## config.mk

```make
export PLATFORM = sky130hd
export DESIGN_NAME = cmos_rgb565_capture
export DESIGN_NICKNAME = d
export VERILOG_FILES = /design/src/rtl/cmos_pkg.sv /design/src/rtl/cmos_edge_det.sv /design/src/rtl/cmos_rgb565_capture.sv
export SDC_FILE = /design/constraint.sdc
export NUM_CORES = 1
export LEC_CHECK = 0
export CAP_MARGIN = 20
export CELL_PAD_IN_SITES_DETAIL_PLACEMENT = 0
export CELL_PAD_IN_SITES_GLOBAL_PLACEMENT = 2
export CORE_MARGIN = 1.5
export CORE_UTILIZATION = 38
export DETAILED_ROUTE_END_ITERATION = 7
export GPL_TIMING_DRIVEN = 1
export PLACE_DENSITY_LB_ADDON = 0.15
export SLEW_MARGIN = 30
export SYNTH_ARGS = -nofsm -noshare
export SYNTH_HDL_FRONTEND = slang
export SYNTH_HIERARCHICAL = 1
export SYNTH_SLANG_ARGS = --single-unit
```

## constraint.sdc

```tcl
create_clock -name cmos_pclk -period 4.5 [get_ports cmos_pclk]
set_input_delay 0.9 -clock cmos_pclk [delete_from_list [all_inputs] [get_ports cmos_pclk]]
set_output_delay 0.9 -clock cmos_pclk [all_outputs]
set_load 0.03 [all_outputs]
```

## src/rtl/cmos_pkg.sv

```systemverilog
// Shared types and defaults for the CMOS RGB565 capture stage.
package cmos_pkg;

  typedef enum logic [1:0] {
    SETTLE = 2'd0,
    SYNC   = 2'd1,
    ACTIVE = 2'd2
  } state_t;

  localparam int H_ACTIVE_DEF    = 640;
  localparam int V_ACTIVE_DEF    = 480;
  localparam int SKIP_FRAMES_DEF = 10;

  localparam int R_W   = 5;
  localparam int G_W   = 6;
  localparam int B_W   = 5;
  localparam int PIX_W = R_W + G_W + B_W;

  localparam int X_W = 11;
  localparam int Y_W = 10;

endpackage

```

## src/rtl/cmos_edge_det.sv

```systemverilog
// Registers a 1-bit sensor input and flags its rising and falling edges.
module cmos_edge_det (
  input  logic clk,
  input  logic rst,
  input  logic d,
  output logic q,
  output logic rise,
  output logic fall
);

  logic q_d;

  // Input register plus one delayed copy for edge comparison.
  always_ff @(posedge clk or posedge rst) begin
    if (rst) begin
      q   <= 1'b0;
      q_d <= 1'b0;
    end else begin
      q   <= d;
      q_d <= q;
    end
  end

  assign rise = q & ~q_d;
  assign fall = ~q & q_d;

endmodule

```

## src/rtl/cmos_rgb565_capture.sv

```systemverilog
// Assembles the sensor byte stream into RGB565 pixels with frame framing,
// start-up frame skipping, pixel coordinates and a frame-geometry check.
//
// state  | meaning
// SETTLE | discarding frames after reset while the sensor settles
// SYNC   | waiting for vsync to fall so a frame can start
// ACTIVE | capturing pixels of the current frame
module cmos_rgb565_capture
  import cmos_pkg::*;
#(
  parameter int SKIP_FRAMES = SKIP_FRAMES_DEF,
  parameter int H_ACTIVE    = H_ACTIVE_DEF,
  parameter int V_ACTIVE    = V_ACTIVE_DEF
) (
  input  logic             cmos_pclk,
  input  logic             rst,
  input  logic             cmos_vsync,
  input  logic             cmos_href,
  input  logic [7:0]       cmos_data,
  output logic [PIX_W-1:0] rgb_out,
  output logic             rgb_data_valid,
  output logic             rgb_fram_valid,
  output logic [X_W-1:0]   rgb_x,
  output logic [Y_W-1:0]   rgb_y,
  output logic             frame_err
);

  logic           vs_level_unused;  // only vsync edges drive the logic
  logic           vs_rise, vs_fall;
  logic           hs_r, hs_fall, hs_rise_unused;
  logic [7:0]     d_r;
  logic [7:0]     hi;
  logic           phase;
  logic           line_any;
  logic           bad_frame;
  logic [31:0]    skip_cnt;
  logic [X_W-1:0] x_cnt;
  logic [Y_W-1:0] y_cnt;
  state_t         state;

  logic           line_end;
  logic           line_bad;
  logic [Y_W-1:0] y_next;
  logic           frame_bad;

  cmos_edge_det u_vs (
    .clk  (cmos_pclk),
    .rst  (rst),
    .d    (cmos_vsync),
    .q    (vs_level_unused),
    .rise (vs_rise),
    .fall (vs_fall)
  );

  cmos_edge_det u_hs (
    .clk  (cmos_pclk),
    .rst  (rst),
    .d    (cmos_href),
    .q    (hs_r),
    .rise (hs_rise_unused),
    .fall (hs_fall)
  );

  // Data byte register, aligned with the registered href/vsync copies.
  always_ff @(posedge cmos_pclk or posedge rst) begin
    if (rst) d_r <= 8'd0;
    else     d_r <= cmos_data;
  end

  // Line and frame checks; a line ending together with vsync rise is
  // folded into the closing frame's verdict.
  always_comb begin
    line_end  = hs_fall && (state == ACTIVE) && line_any;
    line_bad  = (x_cnt != X_W'(H_ACTIVE)) || phase;
    y_next    = y_cnt;
    if (line_end && (y_cnt != {Y_W{1'b1}})) y_next = y_cnt + 1'b1;
    frame_bad = bad_frame || (line_end && line_bad) ||
                (y_next != Y_W'(V_ACTIVE));
  end

  // Framing FSM with byte pairing, counters and registered outputs.
  always_ff @(posedge cmos_pclk or posedge rst) begin
    if (rst) begin
      state          <= SETTLE;
      skip_cnt       <= 32'd0;
      hi             <= 8'd0;
      phase          <= 1'b0;
      line_any       <= 1'b0;
      bad_frame      <= 1'b0;
      x_cnt          <= '0;
      y_cnt          <= '0;
      rgb_out        <= '0;
      rgb_data_valid <= 1'b0;
      rgb_fram_valid <= 1'b0;
      rgb_x          <= '0;
      rgb_y          <= '0;
      frame_err      <= 1'b0;
    end else begin
      rgb_data_valid <= 1'b0;
      frame_err      <= 1'b0;
      case (state)
        SETTLE: begin
          if (vs_rise) begin
            if (skip_cnt + 32'd1 >= 32'(SKIP_FRAMES)) state <= SYNC;
            else skip_cnt <= skip_cnt + 32'd1;
          end
        end
        SYNC: begin
          if (vs_fall) begin
            state          <= ACTIVE;
            rgb_fram_valid <= 1'b1;
            x_cnt          <= '0;
            y_cnt          <= '0;
            phase          <= 1'b0;
            line_any       <= 1'b0;
            bad_frame      <= 1'b0;
          end
        end
        ACTIVE: begin
          if (hs_r) begin
            line_any <= 1'b1;
            phase    <= ~phase;
            if (!phase) begin
              hi <= d_r;
            end else begin
              rgb_out        <= {hi, d_r};
              rgb_data_valid <= 1'b1;
              rgb_x          <= x_cnt;
              rgb_y          <= y_cnt;
              if (x_cnt != {X_W{1'b1}}) x_cnt <= x_cnt + 1'b1;
            end
          end else begin
            phase <= 1'b0;
          end
          if (line_end) begin
            x_cnt    <= '0;
            y_cnt    <= y_next;
            line_any <= 1'b0;
            if (line_bad) bad_frame <= 1'b1;
          end
          if (vs_rise) begin
            state          <= SYNC;
            rgb_fram_valid <= 1'b0;
            frame_err      <= frame_bad;
            bad_frame      <= 1'b0;
          end
        end
        default: state <= SETTLE;
      endcase
    end
  end

endmodule

```

==> run metrics <==
status finished, final reports clean; Hold/Removal Path Class reg2reg; Fin. Hold Viols 0; CP max stage delay 540 ps; Avg WL per Cell 15.36 um; via count 3,687; crit path DAT 3200 ps; Slew Limit Fails 0; Worst setup SP type register; Post-Syn Nets 488; cell mode on critical path and3_1; met1 WL 5410 um; crit path kind reg2reg; antenna violation net count after detailed routing 0; PnR worst setup slack 1639 ps; row count 43; FILL cells 1,266; crit-path cells ha_1 -> and3_1 -> and3_1 -> a31oi_1 -> a2111oi_2 -> nand4_1 -> nor3_2 -> buf_4 -> mux2i_1; gpl congestion 0.7782; number of diodes 0; CTS buffer count 17; post-synthesis cell count 471; Layout Nets 542; Die Wd 121.8 um; CTS tree yes; Layout area overhead 24.08%; metal2 WL 4868 um; setup TNS 0 ps; Worst-Skew Late Latency 410 ps; met3 WL 588 um; WP data required 4840 ps; first-pass GRT wire length 18,970 um; slowest library cell on the worst path dfrtp_1; post-CTS setup buffer count 0; Root Buffer clkbuf_16; crit path capture type register; area of the core 0.01383 mm2; pwr dens 511.9 mW/mm2; Initial Utilization 38.81%; antenna violations before repair 0; final wirelength 11,030 um; largest delay contributor family on the critical path simple AND/OR/NAND/NOR gates; IO Pins 52; final setup violation count 0; largest net degree at the start of global routing 82; synth warn 6; die height 121.8 um; max-cap viol count 0; gr usage total 16.72%; unrepaired setup endpoints after global routing no; clk_skew 5.286 ps; Rel. slew slack 44.06%; die area 0.01484 mm2; Netlist Area Pre-Place 0.005366 mm2; Mean Syn Cell Area 11.39 um2; Fmax 349.5 MHz; worst path bufs/invs 1; crit path max fanout 15; H-tree depth 4; 1st-iter DRT viols 329; DP HPWL 7266 um; Hold-fix buffers, CTS 0; # DRC 0; Tcrit/Tclk final 63.59%; CTS max path bufs 2; VDD IR max 310.5 uV; LEAKAGE 3.029 nW; first drt pass iteration count 4; max layer used met4; vias per cell 5.135; layout cells sized above 1 18.59%; Place WS 1616 ps; final worst path period need 2861 ps; vias in the first global route 3,632; CTS sink count 118; Worst Tran Pin Value 836.1 ps; post-CTS sizing 0; PortBufs 51; grt ovf 0; clock transition at the registers of the reported paths 50 ps
==> power by group <==
part           leakage, nW  internal [mW]  switching [mW]  total, mW
clock network        0.293          0.890           0.508       1.40
registers             1.59           1.19           0.142       1.34
logic                 1.15          0.302           0.374      0.676
==> flip-flops by register name, summed over array words and instances, names as in the netlist <==
signal          flops
skip_cnt           32
rgb_out            16
rgb_x              11
x_cnt              11
rgb_y              10
y_cnt              10
d_r                 8
hi                  8
state               2
bad_frame           1
frame_err           1
line_any            1
phase               1
rgb_data_valid      1
rgb_fram_valid      1
u_hs/q              1
u_hs/q_d            1
u_vs/q              1
u_vs/q_d            1
==> placed cells by master (no fill, tap or decap), drive strengths merged, types with 3 or more instances in the layout <==
| cell | n |
|---|---|
| nor3 | 11 |
| nand2 | 32 |
| and3 | 6 |
| nor4 | 8 |
| a21boi | 3 |
| nor2b | 31 |
| bufinv | 3 |
| inv | 16 |
| a211oi | 4 |
| or3 | 4 |
| nand2b | 3 |
| nor2 | 25 |
| nand4 | 16 |
| clkinv | 5 |
| buf | 5 |
| xor2 | 14 |
| xnor2 | 4 |
| nand3 | 16 |
| and4 | 4 |
| o31ai | 4 |
| clkdlybuf4s50 | 51 |
| mux2 | 45 |
| ha | 5 |
| dfrtp | 118 |
| o21ai | 25 |
| mux2i | 5 |
| and2 | 3 |
| a21oi | 10 |
| a31oi | 14 |
| clkbuf | 18 |
| clkinvlp | 3 |
==> worst register-to-register path: cells and delay by family (launching register included) <==
kind | cells | cell delay (ps)
compound gates | 2 | 410
fa+ha+maj | 1 | 360
buf+inv | 1 | 250
flops | 1 | 540
mux | 1 | 200
simple gates | 4 | 1030
==> metrics by stage <==
step | utilization [%] | power [mW] | hold slack (ps) | instance area [um2] | cells
3_3_place_gp | 43.64 | 2.024 | 373.2 | 6035 | 686
6_report | 48.16 | 3.409 | 383.5 | 6659 | 718
2_1_floorplan | - | 1.821 | 360.1 | 5366 | 471
3_5_place_dp | 43.72 | 2.039 | 374.7 | 6045 | 686
4_1_cts | 48.16 | 3.456 | 386.1 | 6659 | 718
5_1_grt | 48.16 | 3.596 | 399.7 | 6659 | 718
==> layer usage <==
layer | vias up | track usage (%)
met4 | 0 | 6.103
met1 | 1809 | 23.53
met5 | - | 0
li1 | 1801 | -
met2 | 63 | 23.46
met3 | 14 | 6.180
==> final cells by class <==
cell class / count / area [um2] / share of cell area [%]
Clock buffer: 18 / 439.2 / 6.595
Tap cell: 180 / 225.2 / 3.382
Clock inverter: 14 / 175.2 / 2.631
Multi-Input combinational cell: 319 / 2265 / 34.01
Inverter: 13 / 53.80 / 0.8080
Timing Repair Buffer: 56 / 548.0 / 8.230
Sequential cell: 118 / 2953 / 44.34
==> path summary, 6_finish.rpt <==
path | start | end | slack, ps | depth (start not counted)
min reg2reg | u_vs/q$_DFF_PP0_ | u_vs/q_d$_DFF_PP0_ | 380 | 0
max | skip_cnt[0]$_DFFE_PP0P_ | skip_cnt[1]$_DFFE_PP0P_ | 1640 | 9
min | u_vs/q$_DFF_PP0_ | u_vs/q_d$_DFF_PP0_ | 380 | 0
max reg2reg | skip_cnt[0]$_DFFE_PP0P_ | skip_cnt[1]$_DFFE_PP0P_ | 1640 | 9
max in group asynchronous | rst | rgb_out[4]$_DFFE_PP0P_ | 2720 | 3
min in group asynchronous | rst | u_vs/q_d$_DFF_PP0_ | 780 | 2
Power figures use the tool's default switching activity.
